--- src/rtl/mux4_rr_arbiter.sv ---
// mux4_rr_arbiter
//   Round-robin arbiter sharing one 4:1 data mux between four requesters and
//   a single downstream valid/ready consumer. Each grant is capped at
//   MAX_HOLD accepted transfers; every release is followed by one IDLE cycle.
//
// Ports
//   clk        rising-edge clock
//   reset_n    asynchronous active-low reset
//   req        per-requester data-available flags
//   in_data    packed requester data, requester i at [i*WIDTH +: WIDTH]
//   out_ready  downstream accepts a word this cycle
//   gnt        one-hot grant, zero when idle
//   sel1/sel0  registered mux select (granted index)
//   out_valid  out_data carries a valid word
//   out_data   data slice selected by {sel1,sel0}
//   busy       high while a grant is active
module mux4_rr_arbiter #(
  parameter int unsigned WIDTH    = 8,
  parameter int unsigned MAX_HOLD = 4
) (
  input  logic               clk,
  input  logic               reset_n,
  input  logic [3:0]         req,
  input  logic [4*WIDTH-1:0] in_data,
  input  logic               out_ready,
  output logic [3:0]         gnt,
  output logic               sel0,
  output logic               sel1,
  output logic               out_valid,
  output logic [WIDTH-1:0]   out_data,
  output logic               busy
);

  typedef enum logic {
    IDLE  = 1'b0,
    GRANT = 1'b1
  } state_t;

  localparam logic [3:0] HOLD_LAST = 4'(MAX_HOLD - 1);

  state_t     state_q, state_d;
  logic [1:0] ptr_q, ptr_d;
  logic [1:0] sel_q, sel_d;
  logic [3:0] hold_q, hold_d;
  logic [3:0] gnt_q, gnt_d;
  logic       xfer;
  logic       found;
  logic [1:0] pick;
  logic [1:0] cand;

  always_ff @(posedge clk or negedge reset_n) begin
    if (!reset_n) begin
      state_q <= IDLE;
      ptr_q   <= '0;
      sel_q   <= '0;
      hold_q  <= '0;
      gnt_q   <= '0;
    end else begin
      state_q <= state_d;
      ptr_q   <= ptr_d;
      sel_q   <= sel_d;
      hold_q  <= hold_d;
      gnt_q   <= gnt_d;
    end
  end

  // Only the granted requester's flag can assert out_valid.
  always_comb begin
    out_valid = (state_q == GRANT) && req[sel_q];
    xfer      = out_valid && out_ready;
  end

  always_comb begin
    out_data = '0;
    case (sel_q)
      2'd0:    out_data = in_data[0*WIDTH +: WIDTH];
      2'd1:    out_data = in_data[1*WIDTH +: WIDTH];
      2'd2:    out_data = in_data[2*WIDTH +: WIDTH];
      default: out_data = in_data[3*WIDTH +: WIDTH];
    endcase
  end

  always_comb begin
    state_d = state_q;
    ptr_d   = ptr_q;
    sel_d   = sel_q;
    hold_d  = hold_q;
    gnt_d   = gnt_q;
    found   = 1'b0;
    pick    = '0;
    cand    = '0;
    case (state_q)
      IDLE: begin
        // Search ptr, ptr+1, ... with natural 2-bit wrap; first hit wins.
        for (int unsigned k = 0; k < 4; k++) begin
          cand = ptr_q + 2'(k);
          if (!found && req[cand]) begin
            found = 1'b1;
            pick  = cand;
          end
        end
        if (found) begin
          state_d = GRANT;
          gnt_d   = 4'b0001 << pick;
          sel_d   = pick;
          hold_d  = '0;
        end
      end
      default: begin
        // A dropped request releases without a transfer; the last allowed
        // transfer releases on the same edge it is accepted.
        if (!req[sel_q] || (xfer && hold_q == HOLD_LAST)) begin
          state_d = IDLE;
          gnt_d   = '0;
          ptr_d   = sel_q + 2'd1;
          hold_d  = '0;
        end else if (xfer) begin
          hold_d = hold_q + 4'd1;
        end
      end
    endcase
  end

  assign gnt  = gnt_q;
  assign sel0 = sel_q[0];
  assign sel1 = sel_q[1];
  assign busy = (state_q == GRANT);

endmodule
--- config.mk ---
export PLATFORM = sky130hd
export DESIGN_NAME = mux4_rr_arbiter
export DESIGN_NICKNAME = d
export VERILOG_FILES = /design/src/rtl/mux4_rr_arbiter.sv
export SDC_FILE = /design/constraint.sdc
export NUM_CORES = 1
export LEC_CHECK = 0
export ABC_AREA = 1
export BUFFER_PORTS_ARGS = -buffer_cell sky130_fd_sc_hd__buf_2
export CAP_MARGIN = 20
export CELL_PAD_IN_SITES_DETAIL_PLACEMENT = 1
export CELL_PAD_IN_SITES_GLOBAL_PLACEMENT = 2
export CORE_ASPECT_RATIO = 0.9
export CORE_MARGIN = 2
export CORE_UTILIZATION = 23
export CTS_BUF_LIST = sky130_fd_sc_hd__clkbuf_4
export CTS_CLUSTER_DIAMETER = 60
export DETAILED_ROUTE_END_ITERATION = 8
export PLACE_DENSITY_LB_ADDON = 0.1
export SYNTH_ARGS = -nofsm -noshare
export SYNTH_HDL_FRONTEND = slang
export SYNTH_SLANG_ARGS = --single-unit
--- constraint.sdc ---
create_clock -name clk -period 1.7 [get_ports clk]
set_input_delay 0.51 -clock clk [delete_from_list [all_inputs] [get_ports clk]]
set_output_delay 0.51 -clock clk [all_outputs]
set_load 0.01 [all_outputs]
== After elaboration in Yosys (flattened, before gate mapping) ==
Cells that the tools add are included.

* Bits in registers: 13
* Bits of input ports: 39

* Mux-type cells: 34
* Bitwise gates (word level): 1
* Eq/ne operators: 5
* Shifts and indexed selects: 1
* Add/sub/neg operators: 5
* Reductions and logical operators: 17
* Magnitude comparators: 5

{| class="wikitable"
|+ Operator list
! kind !! number
|-
| two-way mux 4 bit || 7
|-
| one-hot mux 8 bit (3 select lines) || 1
|-
| two-way mux 1 bit || 16
|-
| < comparator 2 x 3 -> 1 bit (second input constant) || 5
|-
| binary-select mux 1 bit (select 2 bit) || 5
|-
| two-way mux 2 bit || 5
|-
| AND reduction 2 bit || 4
|-
| logical AND 1 bit || 6
|-
| adder 2 x 1 -> 2 bit (second input constant) || 2
|-
| adder 2 bit (second input constant) || 2
|-
| adder 4 x 1 -> 4 bit (second input constant) || 1
|-
| == test 4 x 2 -> 1 bit (second input constant) || 1
|-
| logical NOT 1 bit || 4
|-
| << shifter 1 x 2 -> 4 bit (first input constant) || 1
|-
| inequality test 3 x 1 -> 1 bit (second input constant) || 1
|-
| == test 2 x 1 -> 1 bit (second input constant) || 1
|-
| == test 2 bit (second input constant) || 1
|-
| logical NOT 2 bit || 1
|-
| inequality test 2 x 1 -> 1 bit (second input constant) || 1
|-
| nonzero test 2 bit || 1
|-
| logical OR 1 bit || 1
|-
| inverter 1 bit || 1
|}

== Logic depth before layout (Yosys ltp) ==
Gate-level depths: netlist of run 1.

* Depth after elaboration: 19
* Depth in mapped cells: 12
* Mapped depth without buffers: 11

== Worst setup path before layout of run 1 ==
Ideal clock, no wire load.

* Path type: register -> output
* Start point: register sel_q[0]
* End point: output port out_data[0]
* Arrival: 1,413 ps
* Cell stages (with the launch flop): 7
* Setup slack: -223 ps
* Path buffers: 1
* Cell sequence: dfrtp_1 inv_1 ha_1 clkbuf_1 a22o_1 a21oi_1 o21ai_0

* Longest elaborated chain between the ends: 2

{| class="wikitable"
|+ RTL lines
! what !! line !! source
|-
| start, declared || 43 || <nowiki>logic [1:0] sel_q, sel_d;</nowiki>
|-
| start signal, assigned || 61 || <nowiki>sel_q <= sel_d;</nowiki>
|-
| == test 2 bit, or another cell as far along || 75 || <nowiki>case (sel_q)</nowiki>
|-
| one-hot mux 8 bit (3 select lines) (*) || 75 ||
|-
| end, declared || 30 || <nowiki>output logic [WIDTH-1:0] out_data,</nowiki>
|}

Mark *: on every way between the ends. The rest lies on a longest branch, timed or not.

== Worst setup path after layout of run 1 ==
* Start point: register sel_q[0]
* End point: output port out_data[6]

Same word-level chain as after synthesis.

==> metrics.txt, run 1 <==
# TYPE chip_impl_metric gauge
chip_impl_info{name="outcome",value="finished with violations"} 1
chip_impl_info{name="violated_checks",value="setup timing"} 1
chip_impl_metric{name="area_growth",unit="%"} 89.2
chip_impl_metric{name="cts.hold.buffers_added",unit=""} 0
chip_impl_metric{name="grt_remaining_overflow",unit=""} 0
chip_impl_metric{name="globalRouteTotalUtil",unit="%"} 14.6
chip_impl_metric{name="row_count",unit=""} 25
chip_impl_info{name="start_kind",value="flop"} 1
chip_impl_info{name="synth_ff_type",value="dfrtp_1"} 1
chip_impl_metric{name="hold_viol_final",unit=""} 0
chip_impl_metric{name="die_area",unit="µm²"} 6170
chip_impl_metric{name="smallest_setup_slack_after_layout",unit="ps"} -337
chip_impl_metric{name="ys_types",unit=""} 29
chip_impl_metric{name="final-seq-area",unit="µm²"} 330
chip_impl_metric{name="clkSinkCount",unit=""} 13
chip_impl_metric{name="pin_count",unit=""} 55
chip_impl_metric{name="cp_max_fo",unit=""} 8
chip_impl_metric{name="synth.yosys.warnings",unit=""} 0
chip_impl_metric{name="max_clock_freq",unit="MHz"} 491
chip_impl_metric{name="async_flop_share",unit="%"} 100
chip_impl_metric{name="synth_edf_count",unit=""} 0
chip_impl_info{name="cts-root-buf",value="clkbuf_4"} 1
chip_impl_metric{name="dp.final_hpwl",unit="µm"} 3500
chip_impl_metric{name="first_pass_iters",unit=""} 4
chip_impl_metric{name="postRouteWirelength",unit="µm"} 4960
chip_impl_metric{name="grt.met1_usage",unit="%"} 19.6
chip_impl_metric{name="post_drt_via_cell_ratio",unit=""} 4.65
chip_impl_metric{name="cap_viol_max_count",unit=""} 0
chip_impl_metric{name="ys_seq_elements",unit=""} 13
chip_impl_info{name="endpoint_kind_of_the_worst_setup_timing_path",value="primary output"} 1
chip_impl_metric{name="cp_data_arrival_time",unit="ps"} 1530
chip_impl_metric{name="grt_pass1_wl",unit="µm"} 7090
chip_impl_metric{name="p_per_area",unit="nW/µm²"} 2140
chip_impl_metric{name="clk_transition_reported_paths",unit="ps"} 90
chip_impl_metric{name="die_height",unit="µm"} 74.7
chip_impl_metric{name="multiInputGateArea",unit="µm²"} 1240
chip_impl_metric{name="gpl.final_weighted_congestion",unit=""} 0.726
chip_impl_metric{name="finalClockSkew",unit="ps"} 4.86
chip_impl_metric{name="critical_path_required",unit="ps"} 1190
chip_impl_metric{name="met3_usage",unit="%"} 2.40
chip_impl_metric{name="leakagePower",unit="nW"} 1.20
chip_impl_metric{name="insertion_delay",unit="ps"} 280
chip_impl_metric{name="core_area",unit="µm²"} 5320
chip_impl_metric{name="antenna_found_initial",unit=""} 0
chip_impl_metric{name="setup_viol",unit=""} 9
chip_impl_metric{name="num-nets-final",unit=""} 330
chip_impl_metric{name="initial_core_util",unit="%"} 24.0
chip_impl_metric{name="syn_inst",unit=""} 189
chip_impl_metric{name="first_global_vias",unit=""} 1550
chip_impl_metric{name="final.fill_count",unit=""} 660
chip_impl_metric{name="number_of_buffers_added_on_ports",unit=""} 54
chip_impl_metric{name="holdWs",unit="ps"} 109
chip_impl_metric{name="timing.final.crit_share",unit="%"} 120
chip_impl_info{name="worst_hold_path_type",value="input port to async pin"} 1
chip_impl_metric{name="cts_inserted_buffers",unit=""} 3
chip_impl_metric{name="layout_min_cycle_time",unit="ps"} 2040
chip_impl_metric{name="drt-wirelength-per-cell",unit="µm"} 14.1
chip_impl_metric{name="chipWidth",unit="µm"} 82.6
chip_impl_metric{name="finish.utilization",unit="%"} 45.5
chip_impl_metric{name="maxSlewHeadroom",unit="%"} 73.5
chip_impl_metric{name="synth_area",unit="µm²"} 1280
chip_impl_metric{name="h-tree-depth",unit=""} 1
chip_impl_metric{name="via_count",unit=""} 1638
chip_impl_info{name="rsz0062_at_grt",value="true"} 1
chip_impl_metric{name="ant_nets",unit=""} 0
chip_impl_metric{name="grt_start_max_net_pins",unit=""} 17
chip_impl_metric{name="number_of_nets_in_the_synthesized_netlist",unit=""} 233
chip_impl_info{name="crit_type",value="flop to primary output"} 1
chip_impl_metric{name="synth_sequential_area_ratio",unit="%"} 25.4
chip_impl_metric{name="insertedDiodeCount",unit=""} 0
chip_impl_metric{name="detail_route.drc_violations",unit=""} 0
chip_impl_info{name="busiest_layer",value="met2"} 1
chip_impl_metric{name="timing_max_transition_violations_final",unit=""} 0
chip_impl_metric{name="worst_slew_pin_slew",unit="ps"} 397
chip_impl_metric{name="detail_route.iter0.violations",unit=""} 36
chip_impl_metric{name="post_synth.cell_area_avg",unit="µm²"} 6.77
chip_impl_metric{name="grt_use_met2",unit="%"} 24.5
chip_impl_metric{name="cts_buffer_depth",unit=""} 2
chip_impl_metric{name="layout-drive-gt1-share",unit="%"} 65.3
chip_impl_metric{name="vdd_ir_drop_max",unit="mV"} 0.716
chip_impl_info{name="cts_tree",value="done"} 1
==> state kept, by name (all words and copies together) (netlist names) <==
signal,count
ptr_q,2
hold_q,4
sel_q,2
gnt,4
busy,1
==> metal layers <==
metal	up-vias	wire length, µm
li1	830	-
met1	762	2160
met2	44	2400
met3	2	382
met4	0	16
met5	-	0
==> synth_stat cells, types with 2 or more instances <==
library cell	n	area (µm²)
a21oi_1	12	60.1
a22o_1	8	70.1
buf_6	2	22.5
clkbuf_1	2	7.51
dfrtp_1	13	325
ha_1	5	62.6
inv_1	10	37.5
nand2_1	59	221
nand2_2	9	56.3
nand2_4	3	33.8
nand3_1	21	105
nand4_1	3	18.8
nor2_1	10	37.5
nor2_2	2	12.5
nor3_1	2	10.0
o21ai_0	14	70.1
o21ai_1	2	10.0
==> cells by family after synthesis <==
group / count (synthesis) / share of synthesized area (%)
buf+inv: 19 / 8.32
xor+xnor: 2 / 1.37
compound gates: 38 / 18.3
fa+ha+maj: 5 / 4.89
simple gates: 112 / 41.7
flops: 13 / 25.4
==> where the power goes <==
part | switching [mW] | internal, mW
sequential | 0.159 | 0.435
combinational | 2.34 | 2.04
clock | 0.105 | 0.107
==> per-stage QoR <==
stage	cells	setup slack, ps	total power, mW	TNS [ps]	instance area [µm²]
floorplan	189	-21.0	2.51	-81.1	1360
global placement	339	-131	3.76	-1770	1940
detailed placement	339	-132	3.76	-1870	1940
CTS	344	-365	4.22	-2990	2060
global route	352	-421	5.66	-4190	2420
finish	352	-337	5.18	-2800	2420
==> final timing paths <==
check / from / end / slack [ps] / cells past startpoint
max in group asynchronous: reset_n / ptr_q[1] / 1330 / 1
worst max register to register: ptr_q[0] / gnt[0] / 40 / 12
worst min-delay path: reset_n / hold_q[0] / 110 / 1
worst max-delay path: sel_q[0] / out_data[6] / -340 / 6
min in group clk: gnt[3] / gnt[3] / 510 / 2
worst min register to register: gnt[3] / gnt[3] / 510 / 2
==> critical path, stage by stage, from the launching register on <==
cell	delay, ps
dfrtp_2	440
inv_4	60
ha_4	190
a22o_1	240
a21oi_4	120
o21ai_2	60
buf_2	140
==> cell type report <==
class | count | share of cell area (%)
tap | 67 | 3.46
inverter | 12 | 2.59
timing repair buffer | 98 | 27.9
sequential | 13 | 13.7
multi-input combinational | 158 | 51.1
clock buffer | 4 | 1.24
==> layout by cell type, fill, tap and decap left out, drive strengths merged, types with 2 or more instances in the layout <==
cell / instances
nor3: 2
nand3: 22
ha: 5
dfrtp: 13
nand2: 72
nor2: 13
clkbuf: 5
a21oi: 12
o21ai: 17
buf: 97
nand4: 3
a22o: 8
inv: 11
==> repair_timing <==
item,in CTS,in global routing
pin swaps,9,30
setup buffers,3,6
endpoints found under the setup margin,10,20
gates cloned,0,2
resized for setup,20,70
No activity file was read; power rests on OpenSTA's default activity.
==> inputs of run 2 (changes only) <==
--- a/config.mk
+++ b/config.mk
@@ -17,6 +17,7 @@
 export CTS_CLUSTER_DIAMETER = 60
 export DETAILED_ROUTE_END_ITERATION = 8
 export PLACE_DENSITY_LB_ADDON = 0.1
+export REMOVE_ABC_BUFFERS = 1
 export SYNTH_ARGS = -nofsm -noshare
 export SYNTH_HDL_FRONTEND = slang
 export SYNTH_SLANG_ARGS = --single-unit
==> run 2 against run 1 <==
The flow still finishes with violations (setup timing); non-clock buffer count shrank 6; global-route usage grew 0.65 points; highest routed layer unchanged; routed wire length grew 1.1%; core utilization shrank 2.0 points; maximum frequency grew 0.13%; first-iteration DRC count shrank 42%; hold slack lost 12 ps; critical path depth shrank 1; via count shrank 0.73%.
==> metrics.txt, run 2 (same netlist as run 1, synthesis figures left out) <==
# TYPE chip_impl_metric gauge
chip_impl_info{name="outcome",value="finished with violations"} 1
chip_impl_info{name="violated_checks",value="setup timing"} 1
chip_impl_info{name="cts_tree",value="done"} 1
chip_impl_info{name="busiest_layer",value="met2"} 1
chip_impl_metric{name="insertedDiodeCount",unit=""} 0
chip_impl_info{name="crit_type",value="flop to primary output"} 1
chip_impl_metric{name="grt.met1_usage",unit="%"} 21.5
chip_impl_metric{name="area_growth",unit="%"} 81.0
chip_impl_metric{name="via_count",unit=""} 1626
chip_impl_metric{name="cts_buffer_depth",unit=""} 2
chip_impl_metric{name="timing.final.crit_share",unit="%"} 120
chip_impl_metric{name="smallest_setup_slack_after_layout",unit="ps"} -335
chip_impl_info{name="rsz0062_at_grt",value="true"} 1
chip_impl_info{name="start_kind",value="flop"} 1
chip_impl_metric{name="cp_data_arrival_time",unit="ps"} 1520
chip_impl_metric{name="p_per_area",unit="nW/µm²"} 2150
chip_impl_metric{name="max_clock_freq",unit="MHz"} 491
chip_impl_metric{name="cts_inserted_buffers",unit=""} 3
chip_impl_metric{name="insertion_delay",unit="ps"} 280
chip_impl_metric{name="grt_remaining_overflow",unit=""} 0
chip_impl_metric{name="met3_usage",unit="%"} 2.64
chip_impl_metric{name="tns",unit="ps"} -2890
chip_impl_metric{name="die_area",unit="µm²"} 6170
chip_impl_metric{name="antenna_found_initial",unit=""} 0
chip_impl_metric{name="num-nets-final",unit=""} 325
chip_impl_metric{name="layout-drive-gt1-share",unit="%"} 60.4
chip_impl_metric{name="multiInputGateArea",unit="µm²"} 1150
chip_impl_metric{name="core_area",unit="µm²"} 5320
chip_impl_metric{name="final.fill_count",unit=""} 664
chip_impl_metric{name="finalClockSkew",unit="ps"} 2.89
chip_impl_metric{name="cap_viol_max_count",unit=""} 0
chip_impl_metric{name="detail_route.drc_violations",unit=""} 0
chip_impl_metric{name="layout_min_cycle_time",unit="ps"} 2030
chip_impl_info{name="leading_cell_types_in_the_layout_fill_and_taps_excluded",value="buf_2 (54), nand2_1 (45), buf_4 (24), nand2_2 (14), nand2_4 (13)"} 1
chip_impl_metric{name="number_of_buffers_added_on_ports",unit=""} 54
chip_impl_metric{name="chipWidth",unit="µm"} 82.6
chip_impl_metric{name="final-instance-count-excl-fill",unit=""} 347
chip_impl_info{name="endpoint_kind_of_the_worst_setup_timing_path",value="primary output"} 1
chip_impl_metric{name="gpl.final_weighted_congestion",unit=""} 0.748
chip_impl_metric{name="leakagePower",unit="nW"} 1.16
chip_impl_metric{name="postRouteWirelength",unit="µm"} 5010
chip_impl_metric{name="placedCellCount",unit=""} 332
chip_impl_metric{name="post_drt_via_cell_ratio",unit=""} 4.69
chip_impl_metric{name="r2r.worst_path.cells",unit=""} 12
chip_impl_metric{name="clkSinkCount",unit=""} 13
chip_impl_info{name="worst_hold_path_type",value="input port to async pin"} 1
chip_impl_info{name="crit-reg2reg-capture",value="hold_q[0]"} 1
chip_impl_metric{name="ant_nets",unit=""} 0
chip_impl_metric{name="worst_slew_pin_slew",unit="ps"} 304
chip_impl_metric{name="hold_viol_final",unit=""} 0
chip_impl_info{name="r2r-start",value="sel_q[1]"} 1
chip_impl_metric{name="die_height",unit="µm"} 74.7
chip_impl_info{name="leading_cell_type_in_the_layout_fill_and_taps_excluded",value="buf_2"} 1
chip_impl_metric{name="vdd_ir_drop_max",unit="mV"} 0.700
chip_impl_metric{name="setup_viol",unit=""} 12
chip_impl_metric{name="first_pass_iters",unit=""} 4
chip_impl_metric{name="setup.reg_to_reg.worst_slack",unit="ps"} -30
chip_impl_metric{name="finish.instance_area",unit="µm²"} 2310
chip_impl_metric{name="timing_max_transition_violations_final",unit=""} 0
chip_impl_metric{name="grt_start_max_net_pins",unit=""} 17
chip_impl_metric{name="critical_path_required",unit="ps"} 1190
chip_impl_info{name="cts-root-buf",value="clkbuf_4"} 1
chip_impl_metric{name="initial_core_util",unit="%"} 24.0
chip_impl_metric{name="maxSlewHeadroom",unit="%"} 79.7
chip_impl_metric{name="final-seq-area",unit="µm²"} 330
chip_impl_metric{name="detail_route.iter0.violations",unit=""} 21
chip_impl_metric{name="dpl_cell_area",unit="µm²"} 1820
chip_impl_metric{name="clk_transition_reported_paths",unit="ps"} 80
chip_impl_metric{name="dp.final_hpwl",unit="µm"} 3480
chip_impl_metric{name="row_count",unit=""} 25
chip_impl_metric{name="grt_use_met2",unit="%"} 24.1
chip_impl_metric{name="first_global_vias",unit=""} 1538
chip_impl_metric{name="pin_count",unit=""} 55
chip_impl_metric{name="h-tree-depth",unit=""} 1
chip_impl_metric{name="globalRouteTotalUtil",unit="%"} 15.3
chip_impl_metric{name="grt_pass1_wl",unit="µm"} 7290
chip_impl_metric{name="cp_max_fo",unit=""} 16
chip_impl_metric{name="drt-wirelength-per-cell",unit="µm"} 14.4
-- run 2: cell count changes in the layout (fill, tap and decap cells not counted), sizes merged --
cell and change:
inv +1, buf -6
-- run 2: per-stage QoR --
stage | hold WS [ps] | total power, mW | util (%) | worst slack, ps
2_1_floorplan | 214 | 2.20 | - | -128
3_3_place_gp | 422 | 3.51 | 34.3 | -164
3_5_place_dp | 415 | 3.53 | 34.3 | -183
4_1_cts | 91.9 | 4.03 | 36.6 | -358
5_1_grt | 108 | 5.44 | 43.5 | -421
6_report | 97.3 | 4.97 | 43.5 | -335
-- run 2: layout make-up --
type / instances / share of cell area, %
flip-flops and latches: 13 / 14.3
repair buffers: 92 / 28.0
inverters: 12 / 2.70
clock buffers: 4 / 1.30
repair inverters: 1 / 0.378
well taps: 67 / 3.62
multi-input cells: 158 / 49.7
-- run 2: worst max-delay path by stage --
stage / from / end / slack, ps
after floorplan: sel_q[0] / out_data[0] / -130
after global placement: sel_q[1] / out_data[6] / -160
after detailed placement: sel_q[0] / out_data[0] / -180
after CTS: sel_q[1] / out_data[3] / -360
after global routing: sel_q[1] / out_data[2] / -420
final: sel_q[1] / out_data[7] / -330
-- run 2: repair_timing --
| item | 4_1_cts | 5_1_grt |
|---|---|---|
| hold buffers | 0 | 0 |
| setup endpoints to repair | 11 | 21 |
| resized for setup | 26 | 73 |
| buffers inserted | 6 | 7 |
| gates cloned | 0 | 3 |
| pin swaps | 5 | 29 |
-- run 2: layer usage --
layer	share of wire [%]	vias to the layer above
li1	-	817
met4	0.92	0
met3	6.9	4
met5	0	-
met1	47	761
met2	45	44
-- run 2: power breakdown --
| part | total [mW] | switching [mW] | internal (mW) |
|---|---|---|---|
| sequential | 0.578 | 0.143 | 0.435 |
| clock | 0.215 | 0.108 | 0.107 |
| combinational | 4.18 | 2.24 | 1.94 |
-- run 2: critical path, stage by stage, from the launching register on --
cell and delay (ps):
dfrtp_2 450, buf_4 140, buf_4 140, ha_4 210, o21ai_1 150, buf_2 150
